<file path="src/rtl/robot_pkg.sv">
// Shared encodings for the motion sequencer: FSM states, command codes and drive-bit layout.
package robot_pkg;

    typedef enum logic [2:0] {
        S_IDLE     = 3'd0,
        S_FWD      = 3'd1,
        S_TURN     = 3'd2,
        S_ARM_EXT  = 3'd3,
        S_ARM_HOLD = 3'd4,
        S_ARM_RET  = 3'd5,
        S_GAP      = 3'd6
    } state_t;

    localparam logic [1:0] CMD_NONE = 2'b00;
    localparam logic [1:0] CMD_FWD  = 2'b01;
    localparam logic [1:0] CMD_TURN = 2'b10;
    localparam logic [1:0] CMD_REM  = 2'b11;

    localparam int DRV_ML  = 0;
    localparam int DRV_MR  = 1;
    localparam int DRV_DIR = 2;
    localparam int DRV_EXT = 3;
    localparam int DRV_RET = 4;
    localparam int NDRV    = 5;

    function automatic logic [NDRV-1:0] drive_of(state_t s);
        logic [NDRV-1:0] d;
        d = '0;
        case (s)
            S_FWD: begin
                d[DRV_ML] = 1'b1;
                d[DRV_MR] = 1'b1;
            end
            S_TURN: begin
                d[DRV_ML]  = 1'b1;
                d[DRV_MR]  = 1'b1;
                d[DRV_DIR] = 1'b1;
            end
            S_ARM_EXT: d[DRV_EXT] = 1'b1;
            S_ARM_RET: d[DRV_RET] = 1'b1;
            default:   d = '0;
        endcase
        return d;
    endfunction

endpackage

</file>
<file path="src/rtl/robot_motion_sequencer_phase_timer.sv">
// Loadable down-counter that times each sequencer phase; zero_o marks the last cycle of a phase.
module phase_timer #(
    parameter int CW = 8
) (
    input  logic          clk,
    input  logic          rst,
    input  logic          load_i,
    input  logic [CW-1:0] value_i,
    output logic          zero_o
);

    logic [CW-1:0] cnt_q;

    always_ff @(posedge clk) begin
        if (rst)
            cnt_q <= '0;
        else if (load_i)
            cnt_q <= value_i;
        else if (cnt_q != '0)
            cnt_q <= cnt_q - CW'(1);
    end

    assign zero_o = (cnt_q == '0);

endmodule

</file>
<file path="src/rtl/robot_motion_sequencer.sv">
// Turns level commands from the wall-following FSM into timed wheel/arm sequences,
// one command at a time, with abort handling and a 90-degree heading count.
module robot_motion_sequencer
    import robot_pkg::*;
#(
    parameter int FWD_CYCLES  = 8,
    parameter int TURN_CYCLES = 12,
    parameter int ARM_CYCLES  = 6,
    parameter int HOLD_CYCLES = 4,
    parameter int GAP_CYCLES  = 2,
    parameter int CW          = 8
) (
    input  logic       clockc2,
    input  logic       reset,
    input  logic       avancar,
    input  logic       girar,
    input  logic       remover,
    input  logic       abort,
    output logic       motor_l,
    output logic       motor_r,
    output logic       dir_r,
    output logic       arm_ext,
    output logic       arm_ret,
    output logic       busy,
    output logic [1:0] cmd_code,
    output logic       cmd_done,
    output logic       aborted,
    output logic [1:0] heading
);

    state_t            state_q, state_d;
    logic [1:0]        cmd_q, cmd_d;
    logic              arm_abrt_q, arm_abrt_d;
    logic [1:0]        heading_q, heading_d;
    logic              done_q, done_d;
    logic              abp_q, abp_d;
    logic [NDRV-1:0]   drv_q;
    logic [1:0]        code_q;
    logic              busy_q;
    logic              ld;
    logic [CW-1:0]     ld_val;
    logic              zero;

    function automatic logic [CW-1:0] phase_len(state_t s);
        case (s)
            S_FWD:      return CW'(FWD_CYCLES - 1);
            S_TURN:     return CW'(TURN_CYCLES - 1);
            S_ARM_EXT:  return CW'(ARM_CYCLES - 1);
            S_ARM_HOLD: return CW'(HOLD_CYCLES - 1);
            S_ARM_RET:  return CW'(ARM_CYCLES - 1);
            S_GAP:      return CW'(GAP_CYCLES - 1);
            default:    return '0;
        endcase
    endfunction

    phase_timer #(.CW(CW)) u_timer (
        .clk    (clockc2),
        .rst    (reset),
        .load_i (ld),
        .value_i(ld_val),
        .zero_o (zero)
    );

    always_comb begin
        state_d    = state_q;
        cmd_d      = cmd_q;
        arm_abrt_d = arm_abrt_q;
        heading_d  = heading_q;
        done_d     = 1'b0;
        abp_d      = 1'b0;
        case (state_q)
            S_IDLE: begin
                arm_abrt_d = 1'b0;
                if (!abort) begin
                    if (remover) begin
                        state_d = S_ARM_EXT;
                        cmd_d   = CMD_REM;
                    end else if (girar) begin
                        state_d = S_TURN;
                        cmd_d   = CMD_TURN;
                    end else if (avancar) begin
                        state_d = S_FWD;
                        cmd_d   = CMD_FWD;
                    end
                end
            end
            S_FWD, S_TURN: begin
                // abort wins over a same-edge completion
                if (abort) begin
                    state_d = S_GAP;
                    abp_d   = 1'b1;
                end else if (zero) begin
                    state_d = S_GAP;
                    done_d  = 1'b1;
                    if (state_q == S_TURN)
                        heading_d = heading_q + 2'd1;
                end
            end
            S_ARM_EXT, S_ARM_HOLD: begin
                if (abort) begin
                    state_d    = S_ARM_RET;
                    abp_d      = 1'b1;
                    arm_abrt_d = 1'b1;
                end else if (zero) begin
                    state_d = (state_q == S_ARM_EXT) ? S_ARM_HOLD : S_ARM_RET;
                end
            end
            S_ARM_RET: begin
                if (zero) begin
                    state_d = S_GAP;
                    done_d  = !arm_abrt_q;
                end
            end
            S_GAP: begin
                if (zero)
                    state_d = S_IDLE;
            end
            default: state_d = S_IDLE;
        endcase
        ld     = (state_d != state_q);
        ld_val = phase_len(state_d);
    end

    // Outputs are decoded from the next state so they register on the same edge as the state.
    always_ff @(posedge clockc2) begin
        if (reset) begin
            state_q    <= S_IDLE;
            cmd_q      <= CMD_NONE;
            arm_abrt_q <= 1'b0;
            heading_q  <= 2'd0;
            done_q     <= 1'b0;
            abp_q      <= 1'b0;
            drv_q      <= '0;
            code_q     <= CMD_NONE;
            busy_q     <= 1'b0;
        end else begin
            state_q    <= state_d;
            cmd_q      <= cmd_d;
            arm_abrt_q <= arm_abrt_d;
            heading_q  <= heading_d;
            done_q     <= done_d;
            abp_q      <= abp_d;
            drv_q      <= drive_of(state_d);
            code_q     <= (state_d == S_IDLE) ? CMD_NONE : cmd_d;
            busy_q     <= (state_d != S_IDLE);
        end
    end

    assign motor_l  = drv_q[DRV_ML];
    assign motor_r  = drv_q[DRV_MR];
    assign dir_r    = drv_q[DRV_DIR];
    assign arm_ext  = drv_q[DRV_EXT];
    assign arm_ret  = drv_q[DRV_RET];
    assign busy     = busy_q;
    assign cmd_code = code_q;
    assign cmd_done = done_q;
    assign aborted  = abp_q;
    assign heading  = heading_q;

endmodule
</file>
<file path="config.mk">
export PLATFORM = sky130hd
export DESIGN_NAME = robot_motion_sequencer
export DESIGN_NICKNAME = d
export VERILOG_FILES = /design/src/rtl/robot_pkg.sv /design/src/rtl/robot_motion_sequencer_phase_timer.sv /design/src/rtl/robot_motion_sequencer.sv
export SDC_FILE = /design/constraint.sdc
export NUM_CORES = 1
export LEC_CHECK = 0
export ABC_CLOCK_PERIOD_IN_PS = 3100
export BUFFER_PORTS_ARGS = -buffer_cell sky130_fd_sc_hd__buf_4
export CAP_MARGIN = 30
export CORE_MARGIN = 4
export CORE_UTILIZATION = 53
export DETAILED_ROUTE_END_ITERATION = 8
export GPL_ROUTABILITY_DRIVEN = 1
export PLACE_DENSITY = 0.74
export SLEW_MARGIN = 25
export SYNTH_ARGS = -nofsm -noshare
export SYNTH_HDL_FRONTEND = slang
export SYNTH_SLANG_ARGS = --single-unit
</file>
<file path="constraint.sdc">
create_clock -name clockc2 -period 3.1 [get_ports clockc2]
set_clock_uncertainty 0.15 [all_clocks]
set_input_delay 0.775 -clock clockc2 [delete_from_list [all_inputs] [get_ports clockc2]]
set_output_delay 0.775 -clock clockc2 [all_outputs]
set_load 0.03 [all_outputs]
</file>
==> metrics.md <==
| Metric | Value |
|---|---|
| CP delay by family, top | `simple AND/OR/NAND/NOR gates` |
| Routed vias/inst | `between 5 and 6` |
| DP Wirelength | `approximately 2200 um` |
| Post-cts sizing count | `0` |
| Die H | `around 60 um` |
| Net switching fraction of the power | `about half` |
| Vias | `about 1,200` |
| Cell Chain, Critical Path | `inv_1 > ha_1 > nor3b_2 > a211oi_1 > o21ai_0 > nand2_1 > xnor2_1 > and3_1` |
| Period utilisation layout | `between 70% and 80%` |
| Root buffer cell | `clkbuf_4` |
| Final setup violation count | `0` |
| Clock group share of total power | `8.2%` |
| Startpoint Class | `register` |
| Fin crit period | `between 2 and 2.5 ns` |
| Initial antenna violation count | `0` |
| RSZ-0062 raised after global routing | `false` |
| CTS HTree Levels | `1` |
| Wire length on met1 | `1390 um` |
| CP required | `3.20 ns` |
| CP bufs+invs | `1` |
| Mapped Area | `1370 sq um` |
| Worst-Skew Late Latency | `around 0.33 ns` |
| Post-synth top flop | `dfxtp_1` |
| Max_cap viols | `0` |
| Leak Pwr | `between 0.6 and 0.7 nW` |
| Clock Tree Buf Depth | `2` |
| Yosys warns | `0` |
| Commonest non-fill, non-tap cells in the layout | `25 x dfxtp_1, 22 x nand2_1, 17 x nor2_1, 17 x buf_4, 12 x nand3_1` |
| Area grow syn2layout | `10.4%` |
| Crit. End Element | `register` |
| Internal | `0.000958 W` |
| Buffers on Ports | `17` |
| Crit-path max FO | `7` |
| Critical Path Source | `u_timer.cnt_q[0]` |
| Setup TNS Final | `0 ns` |
| Post-synth EDFFs | `0` |
| WHS | `0.334 ns` |
| Drc violations | `0` |
| Gate power share | `approximately three fifths` |
| Slew Viols, Final | `0` |
| Full die area | `approximately 3500 sq um` |
| Worst VDD drop | `0.000881 V` |
| Worst R2R Start | `u_timer.cnt_q[0]` |
| Tot Pwr | `about 0.0019 W` |
| Post-Syn Instances | `approximately 170` |
| Seq/Total Area, Yosys | `36.7%` |
| Slew @ Worst Pin | `approximately 0.59 ns` |
| Status | `complete, no violations` |
| Clock transition at path regs | `0.15 ns` |
| Vias in the first global route | `around 1,100` |
| Syn nets | `179` |
| Routability cong. | `0.884` |
| Initial Util | `a little under three fifths` |
| HP Start | `cmd_q[1]` |
| # diodes | `0` |
| Fraction of layout instances using a drive strength above 1 | `between 10% and 20%` |
| CP max stage cell | `nor3b_2` |
| Total grt overflow | `0` |
| GRT Util Overall | `a little under a fifth` |
| Mean Syn Cell Area | `7.98 sq um` |
| Reg power frac | `between 30% and 40%` |
| Global-route wire length before repair | `approximately 5000 um` |
| Hold crit path type | `reg2reg` |
| Crit path DAT | `between 2 and 3 ns` |
| IO Pins | `18` |
| Avg WL per Cell | `roughly 14 um` |
| Total Wirelength | `approximately 3000 um` |
| Sw power | `0.000970 W` |
| Setup bufs post-CTS | `0` |
| Fmax | `414 MHz` |
| Final nets | `190` |
| Pre-CTS WS | `about 0.67 ns` |
| CTS tree | `yes` |
| Worst slew margin | `between 60% and 70%` |
| # hold bufs at CTS | `0` |
| Num Clock Sinks | `25` |
| Crit path kind | `reg2reg` |
| Standard-cell rows | `18` |
| Synth Register Bits | `25` |
| Met3 Routed Length | `roughly 130 um` |
| Pwr/cell area | `approximately 1300 nW/um^2` |
| Core box area | `2480 sq um` |
| Ys async rst share | `0%` |
| Starting DRT DRC Count | `71` |
| Largest stage delay, worst path | `0.49 ns` |
| Largest net degree at the start of global routing | `20` |
| Post-synth cell types | `between 40 and 50` |
| Endpoints failing hold | `0` |
| Post-route antenna net violation count | `0` |
| Worst setup margin | `about 0.69 ns` |
| Drt pass-1 iters | `4` |
| Met2 Routed Length | `1460 um` |
| Max Used Layer | `met4` |
| Chip Width | `a little under 60 um` |
| Commonest non-fill, non-tap cell in the layout | `dfxtp_1` |
| CTS Buf Count | `3` |
-- metrics by stage --
step | cells | cell area, sq um | util (%)
3_3_place_gp | 207 | 1480 | 59.6
5_1_grt | 211 | 1510 | 60.9
2_1_floorplan | 171 | 1370 | -
4_1_cts | 211 | 1510 | 60.9
3_5_place_dp | 207 | 1480 | 59.6
6_report | 211 | 1510 | 60.9
-- layout make-up --
| cell class | count | area, sq um |
|---|---|---|
| Clock inverter | 1 | 7.51 |
| Tap cell | 30 | 37.5 |
| Inverter | 6 | 22.5 |
| Timing Repair Buffer | 17 | 128 |
| Multi-Input combinational cell | 129 | 790 |
| Fill cell | 214 | 970 |
| Sequential cell | 25 | 500 |
| Clock buffer | 3 | 22.5 |
-- sequential cells by signal (all words and copies together) (netlist names) --
register	count
u_timer.cnt_q	8
drv_q	4
state_q	3
cmd_code	2
cmd_q	2
heading	2
aborted	1
arm_abrt_q	1
busy	1
cmd_done	1
-- routing by layer --
| metal | vias up | GRT usage [%] |
|---|---|---|
| met5 | - | 0 |
| met4 | 0 | 9.06 |
| met3 | 5 | 3.29 |
| met2 | 38 | 30.4 |
| met1 | 545 | 24.3 |
| li1 | 618 | - |
-- worst paths after layout --
| check | depth (start not counted) | slack [ns] | to |
|---|---|---|---|
| worst min register to register | 2 | 0.33 | cmd_q[1] |
| worst max register to register | 8 | 0.69 | drv_q[1] |
| worst min-delay path | 2 | 0.33 | cmd_q[1] |
| worst max-delay path | 8 | 0.69 | drv_q[1] |
-- synth_stat cells (2+ instances only) --
cell type / instances / area share, %
a211oi_1: 2 / 1.1
a21boi_0: 2 / 1.1
a21o_1: 2 / 1.1
a21oi_1: 10 / 3.7
a2bb2oi_1: 2 / 1.3
a31oi_1: 2 / 0.92
and2_1: 2 / 0.92
and4_2: 2 / 1.5
buf_2: 3 / 1.1
buf_4: 2 / 1.1
clkbuf_1: 5 / 1.4
dfxtp_1: 25 / 37
ha_1: 2 / 1.8
inv_1: 6 / 1.6
nand2_1: 22 / 6.0
nand3_1: 12 / 4.4
nor2_1: 17 / 4.7
nor2b_1: 3 / 1.4
nor3_1: 11 / 4.0
o21ai_0: 7 / 2.6
or2_2: 3 / 1.4
xnor2_1: 2 / 1.3
xor2_1: 8 / 5.1
-- tightest hold or removal path: cells and delay by family, from the launching register on --
| family | cells | cell delay [ns] |
|---|---|---|
| AND/OR/NAND/NOR | 1 | 0.05 |
| AO/OA/AOI/OAI | 1 | 0.07 |
| flip-flops | 1 | 0.33 |
-- kinds of logic (layout without fill, tap and decap cells) --
logic type               Yosys count  after routing  synth area share (%)
AO/OA/AOI/OAI                     36             36                  19.1
flip-flops                        25             25                  36.7
adder cells (fa/ha/maj)            2              2                  1.83
XOR/XNOR                          10             10                  6.42
buffers and inverters             17             27                  5.50
AND/OR/NAND/NOR                   81             81                  30.5
-- power by group through the flow --
stage	sequential, W	combinational [W]	clock (W)
2_1_floorplan	0.000586	0.000944	0
3_5_place_dp	0.000584	0.00117	0
6_report	0.000579	0.00119	0.000157
5_1_grt	0.000594	0.00132	0.000177
4_1_cts	0.000575	0.00118	0.000157
3_3_place_gp	0.000579	0.00116	0
(Power assumes the default switching activity.)
